$ cat src/rtl/cpu_pkg.sv
// Shared definitions for the ID/EX hazard scoreboard: entry phase encoding and common widths.
package cpu_pkg;

  localparam int LAT_W       = 4;
  localparam int FWD_REGFILE = 0;

  typedef enum logic [1:0] {
    PH_IDLE = 2'd0,
    PH_EXEC = 2'd1,
    PH_POST = 2'd2
  } phase_t;

endpackage

$ cat src/rtl/sb_entry.sv
// One scoreboard entry: tracks the single newest in-flight producer of one architectural register.
module sb_entry
  import cpu_pkg::*;
#(
  parameter int POST_STAGES = 2
) (
  input  logic             clk,
  input  logic             arst_n,
  input  logic             enable,
  input  logic             load,
  input  logic [LAT_W-1:0] lat,
  input  logic             is_load_in,
  output phase_t           phase,
  output logic [LAT_W-1:0] cnt,
  output logic             is_load
);

  phase_t           phase_q, phase_d;
  logic [LAT_W-1:0] cnt_q, cnt_d;
  logic             is_load_q, is_load_d;

  always_ff @(posedge clk or negedge arst_n) begin
    if (!arst_n) begin
      phase_q   <= PH_IDLE;
      cnt_q     <= '0;
      is_load_q <= 1'b0;
    end else begin
      phase_q   <= phase_d;
      cnt_q     <= cnt_d;
      is_load_q <= is_load_d;
    end
  end

  // A new issue always takes the entry, even if the old producer commits this very cycle.
  always_comb begin
    phase_d   = phase_q;
    cnt_d     = cnt_q;
    is_load_d = is_load_q;
    if (enable) begin
      if (load) begin
        phase_d   = PH_EXEC;
        cnt_d     = lat;
        is_load_d = is_load_in;
      end else begin
        case (phase_q)
          PH_IDLE: ;
          PH_EXEC: begin
            if (cnt_q > LAT_W'(1)) begin
              cnt_d = cnt_q - LAT_W'(1);
            end else begin
              phase_d = PH_POST;
              cnt_d   = LAT_W'(1);
            end
          end
          PH_POST: begin
            if (cnt_q < LAT_W'(POST_STAGES)) begin
              cnt_d = cnt_q + LAT_W'(1);
            end else begin
              phase_d   = PH_IDLE;
              cnt_d     = '0;
              is_load_d = 1'b0;
            end
          end
          default: begin
            phase_d = PH_IDLE;
            cnt_d   = '0;
          end
        endcase
      end
    end
  end

  assign phase   = phase_q;
  assign cnt     = cnt_q;
  assign is_load = is_load_q;

endmodule

$ cat src/rtl/hazard_scoreboard.sv
// ID/EX hazard unit: per-register scoreboard producing the ID stall and EX operand forward selects.
module hazard_scoreboard
  import cpu_pkg::*;
#(
  parameter  int NREG        = 32,
  parameter  int REG_AW      = 5,
  parameter  int MAX_LAT     = 4,
  parameter  int POST_STAGES = 2,
  parameter  int LOAD_STAGE  = 2,
  parameter  int FWD_EN      = 1,
  localparam int SEL_W       = $clog2(POST_STAGES + 1)
) (
  input  logic              clk,
  input  logic              arst_n,
  input  logic              enable,
  input  logic              id_valid,
  input  logic              id_flush,
  input  logic [REG_AW-1:0] id_rs1,
  input  logic [REG_AW-1:0] id_rs2,
  input  logic [REG_AW-1:0] id_rd,
  input  logic              id_reg_write,
  input  logic              id_is_load,
  input  logic [LAT_W-1:0]  id_lat,
  output logic              stall,
  output logic              ex_busy,
  output logic [SEL_W-1:0]  fwd_sel_a,
  output logic [SEL_W-1:0]  fwd_sel_b
);

  phase_t           ph  [NREG];
  logic [LAT_W-1:0] cnt [NREG];
  logic             ldf [NREG];

  logic [LAT_W-1:0] ex_cnt_q, ex_cnt_d;
  logic [LAT_W-1:0] lat_eff;
  logic             issue, wr_issue;
  logic             h_a, h_b, waw;

  function automatic logic src_hazard(input phase_t p, input logic [LAT_W-1:0] c, input logic ld);
    if (p == PH_IDLE) return 1'b0;
    if (FWD_EN == 0) return 1'b1;
    return (p == PH_EXEC) || ((p == PH_POST) && ld && (c < LAT_W'(LOAD_STAGE)));
  endfunction

  function automatic logic [SEL_W-1:0] fwd_code(input phase_t p, input logic [LAT_W-1:0] c,
                                                input logic h);
    fwd_code = SEL_W'(FWD_REGFILE);
    if ((FWD_EN != 0) && (p == PH_POST) && !h) fwd_code = c[SEL_W-1:0];
  endfunction

  // x0 has no entry; its slot reads as permanently idle.
  assign ph[0]  = PH_IDLE;
  assign cnt[0] = '0;
  assign ldf[0] = 1'b0;

  always_comb begin
    lat_eff = id_lat;
    if (id_lat == '0) lat_eff = LAT_W'(1);
    else if (id_lat > LAT_W'(MAX_LAT)) lat_eff = LAT_W'(MAX_LAT);
  end

  assign issue    = enable & id_valid & ~id_flush & ~stall;
  assign wr_issue = issue & id_reg_write & (id_rd != '0);

  for (genvar gi = 1; gi < NREG; gi++) begin : g_entry
    sb_entry #(.POST_STAGES(POST_STAGES)) u_entry (
      .clk       (clk),
      .arst_n    (arst_n),
      .enable    (enable),
      .load      (wr_issue && (id_rd == REG_AW'(gi))),
      .lat       (lat_eff),
      .is_load_in(id_is_load),
      .phase     (ph[gi]),
      .cnt       (cnt[gi]),
      .is_load   (ldf[gi])
    );
  end

  // ex_cnt follows every issued op, writer or not, since EX is not pipelined.
  always_ff @(posedge clk or negedge arst_n) begin
    if (!arst_n) ex_cnt_q <= '0;
    else         ex_cnt_q <= ex_cnt_d;
  end

  always_comb begin
    ex_cnt_d = ex_cnt_q;
    if (enable) begin
      if (issue)                 ex_cnt_d = lat_eff;
      else if (ex_cnt_q != '0)   ex_cnt_d = ex_cnt_q - LAT_W'(1);
    end
  end

  always_comb begin
    h_a       = src_hazard(ph[id_rs1], cnt[id_rs1], ldf[id_rs1]);
    h_b       = src_hazard(ph[id_rs2], cnt[id_rs2], ldf[id_rs2]);
    waw       = id_reg_write && (id_rd != '0) && (ph[id_rd] == PH_EXEC);
    ex_busy   = ex_cnt_q > LAT_W'(1);
    stall     = id_valid && !id_flush && (ex_busy || h_a || h_b || waw);
    fwd_sel_a = '0;
    fwd_sel_b = '0;
    if (id_valid) begin
      fwd_sel_a = fwd_code(ph[id_rs1], cnt[id_rs1], h_a);
      fwd_sel_b = fwd_code(ph[id_rs2], cnt[id_rs2], h_b);
    end
  end

endmodule

$ cat config.mk
export PLATFORM = sky130hd
export DESIGN_NAME = hazard_scoreboard
export DESIGN_NICKNAME = d
export VERILOG_FILES = /design/src/rtl/cpu_pkg.sv /design/src/rtl/sb_entry.sv /design/src/rtl/hazard_scoreboard.sv
export SDC_FILE = /design/constraint.sdc
export NUM_CORES = 1
export LEC_CHECK = 0
export ABC_AREA = 1
export CAP_MARGIN = 20
export CORE_ASPECT_RATIO = 2
export CORE_MARGIN = 10
export CORE_UTILIZATION = 59
export DETAILED_ROUTE_END_ITERATION = 16
export PLACE_DENSITY = 0.84
export SLEW_MARGIN = 20
export SYNTH_ARGS = -nofsm -noshare
export SYNTH_HDL_FRONTEND = slang
export SYNTH_SLANG_ARGS = --single-unit
$ cat constraint.sdc
create_clock -name clk -period 2.6 [get_ports clk]
set_clock_uncertainty 0.1 [all_clocks]
set_input_delay 0.26 -clock clk [delete_from_list [all_inputs] [get_ports clk]]
set_output_delay 0.26 -clock clk [all_outputs]
set_load 0.05 [all_outputs]
==> results of run 1 <==
[cells in the mapped netlist (all sizes together), types with 33 or more instances]
cell       n  area, sq um
o21ai    214         1070
dfrtp    221         5530
inv      388         1460
o211ai   104          781
buf       88          583
a21oi    126          638
nand4    123          785
ha       188         2350
nand2   1040         3990
nand3    364         1840
clkbuf    33          124
nor2     216          916
[layer usage]
metal | global-route usage | overflow
met1 | 0.609 | 0
met2 | 0.863 | 28
met3 | 0.398 | 4
met4 | 0.662 | 31
met5 | 0.149 | 2
[kinds of logic after synthesis]
kind of cell / Yosys count / synth area share
buffers and inverters: 510 / 0.102
and+or+nand+nor: 1783 / 0.362
adders and majority gates: 188 / 0.110
AOI/OAI and AO/OA: 526 / 0.147
xor gates and xnor gates: 51 / 0.0209
DFF: 221 / 0.258
[what timing repair did]
| item | 4_1_cts |
|---|---|
| endpoints found under the hold margin | 64 |
| pin swaps | 154 |
| resized for setup | 549 |
| setup buffers | 58 |
| hold buffers | 1 |
| gates cloned | 30 |
| setup endpoints to repair | 223 |
[metrics by stage]
stage                     instance area, sq um  hold WS [ps]
after floorplan                          21400          -136
after global placement                   25900           177
after detailed placement                 25900           177
after CTS                                29900           178
==> reports/results.txt, run 1 <==
The run stopped with a tool error. The flow halted during global routing (5_1_grt). The tool reported: "[ERROR GRT-0232] Routing congestion too high. Check the congestion heatmap in the GUI".

The initial core utilization is 0.598. The total global-route track usage was 0.632. For this run, the number of Yosys warnings is 0. Buffers placed on the I/O ports in this run total 31. Including well taps, the total number of placed cells is 4,155. Counting distinct cell types in the post-synthesis netlist gives 49. The synthesized netlist occupies a cell area of 21,400 sq um. The share of async-settable or async-resettable flops after synthesis works out to 1.00. The synthesized instance count was 3,279; the top-level I/O count was 32. The number of clock buffers added by TritonCTS is 24. Synthesis produced a netlist with a net count of 3,493. The classification of the worst endpoint was a top-level output.

Among all flip-flop cells after synthesis, the most frequent one is sky130_fd_sc_hd__dfrtp_1. The maximum clock path buffer count was 3. The number of H-tree branching levels is 1, and the row count is 98. Once detailed placement completed, the half-perimeter wirelength came to 72,700 um. For this design, the sink count on the clock tree is 221. From left edge to right edge, the die measures 155 um. The average instance in the mapped netlist occupies 6.53 sq um. The logs give 0.258 for the proportion of synthesized chip area in sequential cells and -1000 ps for the pre-CTS setup slack. After global-route timing repair, the worst endpoint was fwd_sel_a[0].

Global routing finished with a remaining overflow of 65. In this run, synthesis produced a sequential element count of 221. The final weighted congestion of routability-driven global placement is 1.15, and the maximum number of pins on one net before global-route repair is 69.

The tree is rooted in a sky130_fd_sc_hd__clkbuf_16. Number of enable flip-flop cells after synthesis: 0. The vertical die dimension was 289 um.
==> run 2: changes to the inputs <==
--- a/config.mk
+++ b/config.mk
@@ -7,11 +7,10 @@
 export LEC_CHECK = 0
 export ABC_AREA = 1
 export CAP_MARGIN = 20
-export CORE_ASPECT_RATIO = 2
 export CORE_MARGIN = 10
-export CORE_UTILIZATION = 59
+export CORE_UTILIZATION = 40
 export DETAILED_ROUTE_END_ITERATION = 16
-export PLACE_DENSITY = 0.84
+export PLACE_DENSITY_LB_ADDON = 0.15
 export SLEW_MARGIN = 20
 export SYNTH_ARGS = -nofsm -noshare
 export SYNTH_HDL_FRONTEND = slang
==> constraint.sdc (replaced) <==
create_clock -name clk -period 3.4 [get_ports clk]
set_clock_uncertainty 0.1 [all_clocks]
set_input_delay 0.34 -clock clk [delete_from_list [all_inputs] [get_ports clk]]
set_output_delay 0.34 -clock clk [all_outputs]
set_load 0.05 [all_outputs]
==> reports/results.txt, run 2 <==
Element type at the critical path start: a flip-flop. Total power for the finished layout comes to 8.59 mW. The worst setup path is of the reg2out kind. The largest driver fanout on the critical path was 5; the number of synthesis warnings was 0 (unchanged). For the number of antenna violations at the first check in global routing, the log shows 0.

The proportion of synthesized chip area in sequential cells came out at 0.258 (unchanged). In this run the power density over the cells is 348 nW/um^2. The top-level I/O count came out at 32 (unchanged).

Entering global routing, the biggest net connects 66 pins. Data on the critical path is required at its endpoint by 2960 ps. The synthesized instance count was 3,279 (unchanged); the global-route wire length before repair was 132,000 um. At the pin with the least slew margin, the transition time is 1040 ps.

The tools report the die footprint as 63,100 sq um. The final weighted congestion of routability-driven global placement is 1.03 (-10%), and the count of max-cap constraint violations is 0. The sink count of the clock tree is 221 (unchanged), and the critical path's largest stage delay is 390 ps.

Traced cell by cell, the critical path runs through inv_1 > nand2_1 > o211ai_1 > nand3_1 > nand3_1 > nand3_1 > nand2_1 > nor2_1 > nand3_2 > nand4_1 > a21oi_2 > buf_4 > buf_12. Across all register-to-register paths, the minimum setup slack is 350 ps. The post-route non-filler standard cell count was 4,128.

Element type at the critical path end: an output port. The average via count per standard cell was 5.63. The number of setup buffers added after CTS is 0 (-100%).

The clock reaches the later pin of the worst-skew pair after 590 ps. The remaining max-slew budget at the tightest pin was 0.306. The run finished with clean final reports. The maximum clock path buffer count is 3 (unchanged). The share of the cycle needed by the critical path after routing was 0.969. The number of global-route vias before repair was 22,300. The tools report the final count of pins violating max slew as 0. The tools report the wire length after detailed routing as 85,900 um. The number of diodes is 0, and the setup TNS is 0 ps. The via total after detailed routing came out at 23,300. The count of input and output buffers works out to 31 (unchanged). The share of async-settable or async-resettable flops after synthesis was 1.00 (unchanged). Maximum achievable frequency: 0.304 GHz. The tools report the initial core utilization as 0.406 (-0.192). The first TritonRoute pass finished after 6 iterations. Yosys instantiated no cell more often than sky130_fd_sc_hd__nand2_1. The path class of the tightest hold or removal check is in2async.

TritonCTS built the clock tree. In this design, the critical path's most frequently occurring cell is sky130_fd_sc_hd__nand3_1. The row count is 84 (-14%), and the worst setup slack after layout is 106 ps. In the synthesized netlist, the cells that appear most often are sky130_fd_sc_hd__nand2_1, sky130_fd_sc_hd__inv_1, sky130_fd_sc_hd__nand3_1. The layout cell share with drive strength beyond 1 is 0.0988. Among all stages on the critical path, the largest delay is contributed by sky130_fd_sc_hd__dfrtp_1. The number of clock buffers inserted by TritonCTS is 30 (+25%). The final antenna-violating net count is 0. The tree is rooted in a sky130_fd_sc_hd__clkbuf_16.

The number of synthesized register bits works out to 221 (unchanged). The logs give 0.468 for the end-of-flow core utilization and 0 for the total of endpoints with negative setup slack in the final report. The post-synthesis average cell area was 6.53 sq um (unchanged). The detailed router's first-iteration violation count was 2,258. The reg-to-reg startpoint was g_entry[25].u_entry.phase[1].

Cell total after placement: 4,077 (-1.9%). The net count after synthesis came out at 3,493 (unchanged). After detailed routing, the number of remaining DRC violations is 0.

The area added between synthesis and finish is 15.3%. The minimum clock period after layout came out at 3290 ps. The register with the most flip-flops in the layout has 124 of them.

The layout net count was 3,636. The estimated wirelength of the detail-placed design is 65,700 um (-9.6%), and the number of enable flip-flop cells after synthesis is 0 (unchanged). The distinct cell type count after synthesis is 49 (unchanged), and the vertical die dimension is 251 um (-13%). The overflow left after global routing is 0. Setup repair after global routing left no endpoint under its margin. The tools report the start point of the critical path as g_entry[27].u_entry.phase[1]. The run gives 52,800 sq um as the area inside the core boundary. The most used flip-flop cell after synthesis is sky130_fd_sc_hd__dfrtp_1. Cell taking the most area after synthesis: sky130_fd_sc_hd__dfrtp_1. The number of hold-slack violations in the final timing report was 0. After detailed routing, the average wire length per cell comes to 20.8 um.

The tools report the total standard cell area after synthesis as 21,400 sq um (unchanged). Share of Yosys cell area claimed by the top area cell type: 0.258 (unchanged). After clock tree synthesis, the clock-pin slew on the worst setup and hold paths is 60 ps. The top cell types in the final layout, fill and taps aside, are sky130_fd_sc_hd__nand2_1, sky130_fd_sc_hd__inv_1, sky130_fd_sc_hd__nand3_1.

Yosys attributes the largest share of cell area to sky130_fd_sc_hd__dfrtp_1, sky130_fd_sc_hd__nand2_1, sky130_fd_sc_hd__ha_1, sky130_fd_sc_hd__nand3_1, sky130_fd_sc_hd__inv_1. At the worst endpoint, the arrival time is 2850 ps. The worst-case IR drop observed on VDD is 367 uV.

The die outline width came out at 251 um (+62%). The library cell used most frequently in the layout, excluding fill and tap cells, is sky130_fd_sc_hd__nand2_1. The cell leakage power was 12.0 nW; the number of H-tree branching levels was 1 (unchanged).

The logs give 0.264 for the total global-route track usage and -86.9 ps (+914 ps) for the pre-CTS setup slack.
## run 2: critical path: cells and delay by family (launching register included)
family	cells	cell delay [ps]
AND/OR/NAND/NOR	8	1020
buffers and inverters	3	520
AO/OA/AOI/OAI	2	330
flip-flops	1	390
## run 2: metrics by stage
step | hold WS (ps) | area, sq um
2_1_floorplan | -55.6 | 21400
3_3_place_gp | 235 | 23700
3_5_place_dp | 242 | 23700
4_1_cts | 217 | 24600
5_1_grt | 229 | 24700
6_report | 198 | 24700
## run 2: path summary, 6_finish.rpt
check / end / cells past startpoint
max in group asynchronous: g_entry[12].u_entry.cnt[1] / 3
min in group clk: g_entry[2].u_entry.is_load / 5
max: fwd_sel_b[0] / 13
min reg2reg: g_entry[20].u_entry.is_load / 2
min: g_entry[25].u_entry.cnt[0] / 2
max reg2reg: g_entry[2].u_entry.cnt[1] / 18
## run 2: area by class of cell
cell class / count / area, sq um
fillers: 5470 / 28100
multi-input cells: 2548 / 13700
flip-flops and latches: 221 / 5540
repair buffers: 232 / 2120
inverters: 389 / 1470
clock buffers: 46 / 872
well taps: 688 / 861
clock inverters: 4 / 72.6
## run 2: report_power, final
group / switching (mW) / internal (mW) / leakage [nW]
combinational: 1.59 / 0.800 / 8.53
clock: 1.26 / 1.88 / 0.456
sequential: 0.258 / 2.80 / 3.02
## run 2: cells by family (layout without fill, tap and decap cells)
logic type | Yosys count | count (layout) | share of synthesized area
AO/OA/AOI/OAI | 526 | 526 | 0.147
XOR/XNOR | 51 | 51 | 0.0209
adder cells (fa/ha/maj) | 188 | 188 | 0.110
buffers and inverters | 510 | 671 | 0.102
flip-flops | 221 | 221 | 0.258
AND/OR/NAND/NOR | 1783 | 1783 | 0.362
## run 2: routing by layer
metal	share of wire	global-route usage	up-vias
met4	0.046	0.114	0
met5	0	0	-
met1	0.43	0.345	11000
met2	0.45	0.430	899
met3	0.071	0.0364	203
li1	-	-	11200
## run 2: what timing repair did
item,4_1_cts,5_1_grt
resized for setup,4,25
hold buffers,1,0
setup endpoints to repair,3,5
pin swaps,0,5
cloned,0,0
endpoints found under the hold margin,59,0
No activity file was read; power rests on OpenSTA's default activity.
==> run 3: changes to the inputs <==
--- a/config.mk
+++ b/config.mk
@@ -10,8 +10,11 @@
 export CORE_MARGIN = 10
 export CORE_UTILIZATION = 40
 export DETAILED_ROUTE_END_ITERATION = 16
+export DONT_BUFFER_PORTS = 1
+export GPL_TIMING_DRIVEN = 0
 export PLACE_DENSITY_LB_ADDON = 0.15
 export SLEW_MARGIN = 20
 export SYNTH_ARGS = -nofsm -noshare
 export SYNTH_HDL_FRONTEND = slang
 export SYNTH_SLANG_ARGS = --single-unit
+export TNS_END_PERCENT = 50
==> reports/results.txt, run 3 (synthesized netlist as in run 2, its figures left out) <==
Switching power of the nets: 3.32 mW (+6.9%). The run gives 600 ps (about the same) as the later-pin clock latency in the skew report. The logs give 109,000 um (+27%) for the wire length after detailed routing and 6 (unchanged) for the length of the first detailed-routing pass in iterations.

The estimated wirelength of the detail-placed design is 83,300 um (+27%), and the internal power is 5.52 mW (+0.68%). The area of all sequential standard cells is 5570 sq um (+0.68%). The initial core utilization was 0.406 (unchanged). The critical path's largest stage delay was 770 ps (+380 ps). In the layout the commonest cells are sky130_fd_sc_hd__nand2_1, sky130_fd_sc_hd__nand3_1, sky130_fd_sc_hd__inv_1. The slowest cell on the critical path is sky130_fd_sc_hd__clkdlybuf4s15_1. The row count is 84 (unchanged), and the cell leakage power is 11.5 nW (-3.9%). The run gives 0.376 (+0.010) as the part of the power in the clock network.

The run gives 0 (unchanged) as the final antenna-violating net count. The die outline width is 251 um (unchanged), and the average via count per standard cell is 5.94 (+5.4%). The tools report the global-route wire length before repair as 155,000 um (+18%). The reg-to-reg startpoint was g_entry[8].u_entry.phase[1]. Ratio of total power to cell area: 368 nW/um^2 (+5.6%). The clock transition at the register clock pins on the worst setup and hold paths after CTS is 60 ps (about the same), and the maximum clock path buffer count is 3 (unchanged). The number of global-route vias before repair is 22,300 (+0.19%), and the routed length per instance is 27.0 um (+30%). The die footprint is 63,100 sq um (unchanged), and the maximum number of pins on one net before global-route repair is 222 (+240%). The number of cells traversed by the worst register-to-register path is 22 (+4). For the total of endpoints with negative setup slack in the final report, the log shows 11 (+11).

The logs give -78.3 ps (-185 ps) for the worst setup slack after layout and 52,800 sq um (unchanged) for the area inside the core boundary. The run gives 1 (unchanged) as the number of H-tree branching levels. The sink count of the clock tree is 221 (unchanged), and the residual DRC count is 0 (unchanged). The layout cell share with drive strength beyond 1 was 0.106 (+0.00680). The largest driver fanout on the critical path came out at 10 (+5). The most common cell after layout, fill and taps aside was sky130_fd_sc_hd__nand2_1.

The run gives 1.13 (+9.1%) as the final weighted congestion of routability-driven global placement. The top-level I/O count was 32 (unchanged). The signal on the critical path passes through inv_2 > clkdlybuf4s15_1 > nand4_1 > nand3_1 > nand3_1 > nand2_1 > nor2_1 > nand3_2 > nand4_1 > a21oi_4. The worst register-to-register path ends at g_entry[1].u_entry.cnt[3]. Setup repair after global routing could not meet its margin everywhere.

The register-to-register path setup slack is 0 ps (-350 ps). For the cell total after placement, the log shows 3,967 (-2.7%). The tools report the maximum achievable frequency as 0.287 GHz (-5.3%).

TritonCTS built the clock tree. The checks that failed: hold timing, setup timing. Area added between synthesis and finish: 12.4%.

The tools report the sequential fraction of design power as 0.349 (-0.007). The share of the cycle needed by the critical path after routing was 1.02 (+0.0543). The run gives 2 (+1) as the hold buffer count at cts. The net switching fraction of the power is 0.376 (+0.0140), and the power share of the combinational group is 0.274 (-0.004). The number of hold-slack violations in the final timing report was 221 (+221); the via total after detailed routing was 24,100 (+3.7%).

The count of input and output buffers was 0 (-100%); the critical path arrival was 3040 ps (+190 ps). The tools report the number of antenna violations at the first check in global routing as 1 (+1). The run gives 8.84 mW (+2.9%) as the power after layout. Broken down by cell family, the worst path's largest delay share belongs to simple AND/OR/NAND/NOR gates. The remaining max-slew budget at the tightest pin came out at 0.168 (-0.139). The multi-input logic area is 14,000 sq um (+1.6%).

The number of buffers and inverters on the critical path is 2 (-1), and the required arrival time at the worst endpoint is 2960 ps (about the same). The logs give 423 uV (+15%) for the maximum VDD drop and 0 (unchanged) for the final count of pins violating max slew. The number of filler cells placed in the layout was 5,526 (+1.0%). Minimum clock period after layout: 3480 ps (+185 ps). For the detailed router's first-iteration violation count, the log shows 2,955 (+31%).

The total global-route track usage came out at 0.334 (+0.0699). The element type at the critical path start was an input port. The number of clock buffers inserted by TritonCTS is 30 (unchanged), and the overflow left after global routing is 0 (unchanged). Number of flip-flops under the largest register name: 124 (unchanged). The run finished, with violations left. The actual transition at the worst max-transition pin is 1250 ps (+209 ps), and the post-route non-filler standard cell count is 4,060 (-1.6%).

The layout net count came out at 3,561 (-2.1%). The end-of-flow core utilization came out at 0.456 (-0.0119). For the worst hold margin, the log shows -651 ps (-849 ps).

The count of max-cap constraint violations is 0 (unchanged), and the vertical die dimension is 251 um (unchanged). The path class of the tightest hold or removal check is in2async. The worst setup path is captured at an output port.

The critical path is of the in2out type. Cell at the root of the clock tree: sky130_fd_sc_hd__clkbuf_16.
[run 3: how the worst max path moves through the flow]
stage                                 startpoint                    endpoint  slack, ps  cells past startpoint
finish                                 id_rs1[2]                fwd_sel_a[0]        -80                     10
global route        g_entry[20].u_entry.phase[0]                fwd_sel_a[0]        -60                     10
CTS                    g_entry[4].u_entry.cnt[1]                fwd_sel_a[1]        -80                     10
detailed placement                      id_rd[2]   g_entry[9].u_entry.cnt[3]      -1090                     15
global placement                        id_rd[2]  g_entry[24].u_entry.cnt[0]      -1240                     17
floorplan                            ex_cnt_q[0]  g_entry[25].u_entry.cnt[1]        300                     13
[run 3: area by class of cell]
type / instances / area share
Buffer: 121 / 0.0334
Tap cell: 688 / 0.0358
Clock inverter: 8 / 0.00479
Multi-Input combinational cell: 2548 / 0.581
Inverter: 389 / 0.0623
Antenna cell: 2 / 0.000208
Clock buffer: 47 / 0.0373
Sequential cell: 221 / 0.232
Timing Repair Buffer: 36 / 0.0138
[run 3: stage by stage]
step / worst slack (ps) / cell area [sq um] / hold slack, ps / TNS (ps)
CTS: -81.9 / 23500 / -673 / -156
floorplan: 302 / 21400 / -55.6 / 0
global placement: -1240 / 22300 / -48.3 / -205850
finish: -78.3 / 24000 / -651 / -363
global route: -57.3 / 24000 / -669 / -853
detailed placement: -1090 / 22300 / -47.6 / -185490
[run 3: timing repair]
| item | in CTS | in global routing |
|---|---|---|
| setup endpoints to repair | 212 | 213 |
| endpoints found under the hold margin | 226 | 221 |
| buffers inserted | 11 | 20 |
| resized for setup | 37 | 129 |
| pin swaps | 3 | 11 |
| cloned | 0 | 2 |
[run 3: per-layer routing]
| metal | up-vias | routed length, um | GRT usage | part of all wire |
|---|---|---|---|---|
| li1 | 11100 | - | - | - |
| met1 | 11400 | 45300 | 0.439 | 0.41 |
| met2 | 1356 | 45100 | 0.494 | 0.41 |
| met3 | 285 | 11800 | 0.0785 | 0.11 |
| met4 | 0 | 7270 | 0.195 | 0.066 |
| met5 | - | 0 | 0 | 0 |
[run 3: worst register-to-register path: stages, from the launching register on]
cell	delay, ps
sky130_fd_sc_hd__dfrtp_2	470
sky130_fd_sc_hd__inv_1	200
sky130_fd_sc_hd__o21ai_0	200
sky130_fd_sc_hd__nand2_1	70
sky130_fd_sc_hd__nand2_1	90
sky130_fd_sc_hd__nand2_1	50
sky130_fd_sc_hd__nand2_1	90
sky130_fd_sc_hd__nor2_1	40
sky130_fd_sc_hd__nand2_1	50
sky130_fd_sc_hd__nand2_1	80
sky130_fd_sc_hd__nand3_4	130
sky130_fd_sc_hd__nand2_2	100
sky130_fd_sc_hd__nor2_4	150
sky130_fd_sc_hd__nand3_4	100
sky130_fd_sc_hd__nor2_4	130
sky130_fd_sc_hd__buf_12	130
sky130_fd_sc_hd__nand2_4	120
sky130_fd_sc_hd__nor2_4	300
sky130_fd_sc_hd__buf_12	210
sky130_fd_sc_hd__nand2_2	120
sky130_fd_sc_hd__buf_2	230
sky130_fd_sc_hd__nand4_1	70
sky130_fd_sc_hd__nand2_1	60
[run 3: power by group through the flow]
| stage | clock network, mW | logic (mW) | registers (mW) |
|---|---|---|---|
| final | 3.33 | 2.42 | 3.09 |
| after global routing | 3.49 | 2.61 | 3.10 |
| after CTS | 3.39 | 2.28 | 3.07 |
| after global placement | 0 | 2.21 | 3.12 |
| after detailed placement | 0 | 2.24 | 3.12 |
| after floorplan | 0 | 1.50 | 2.99 |
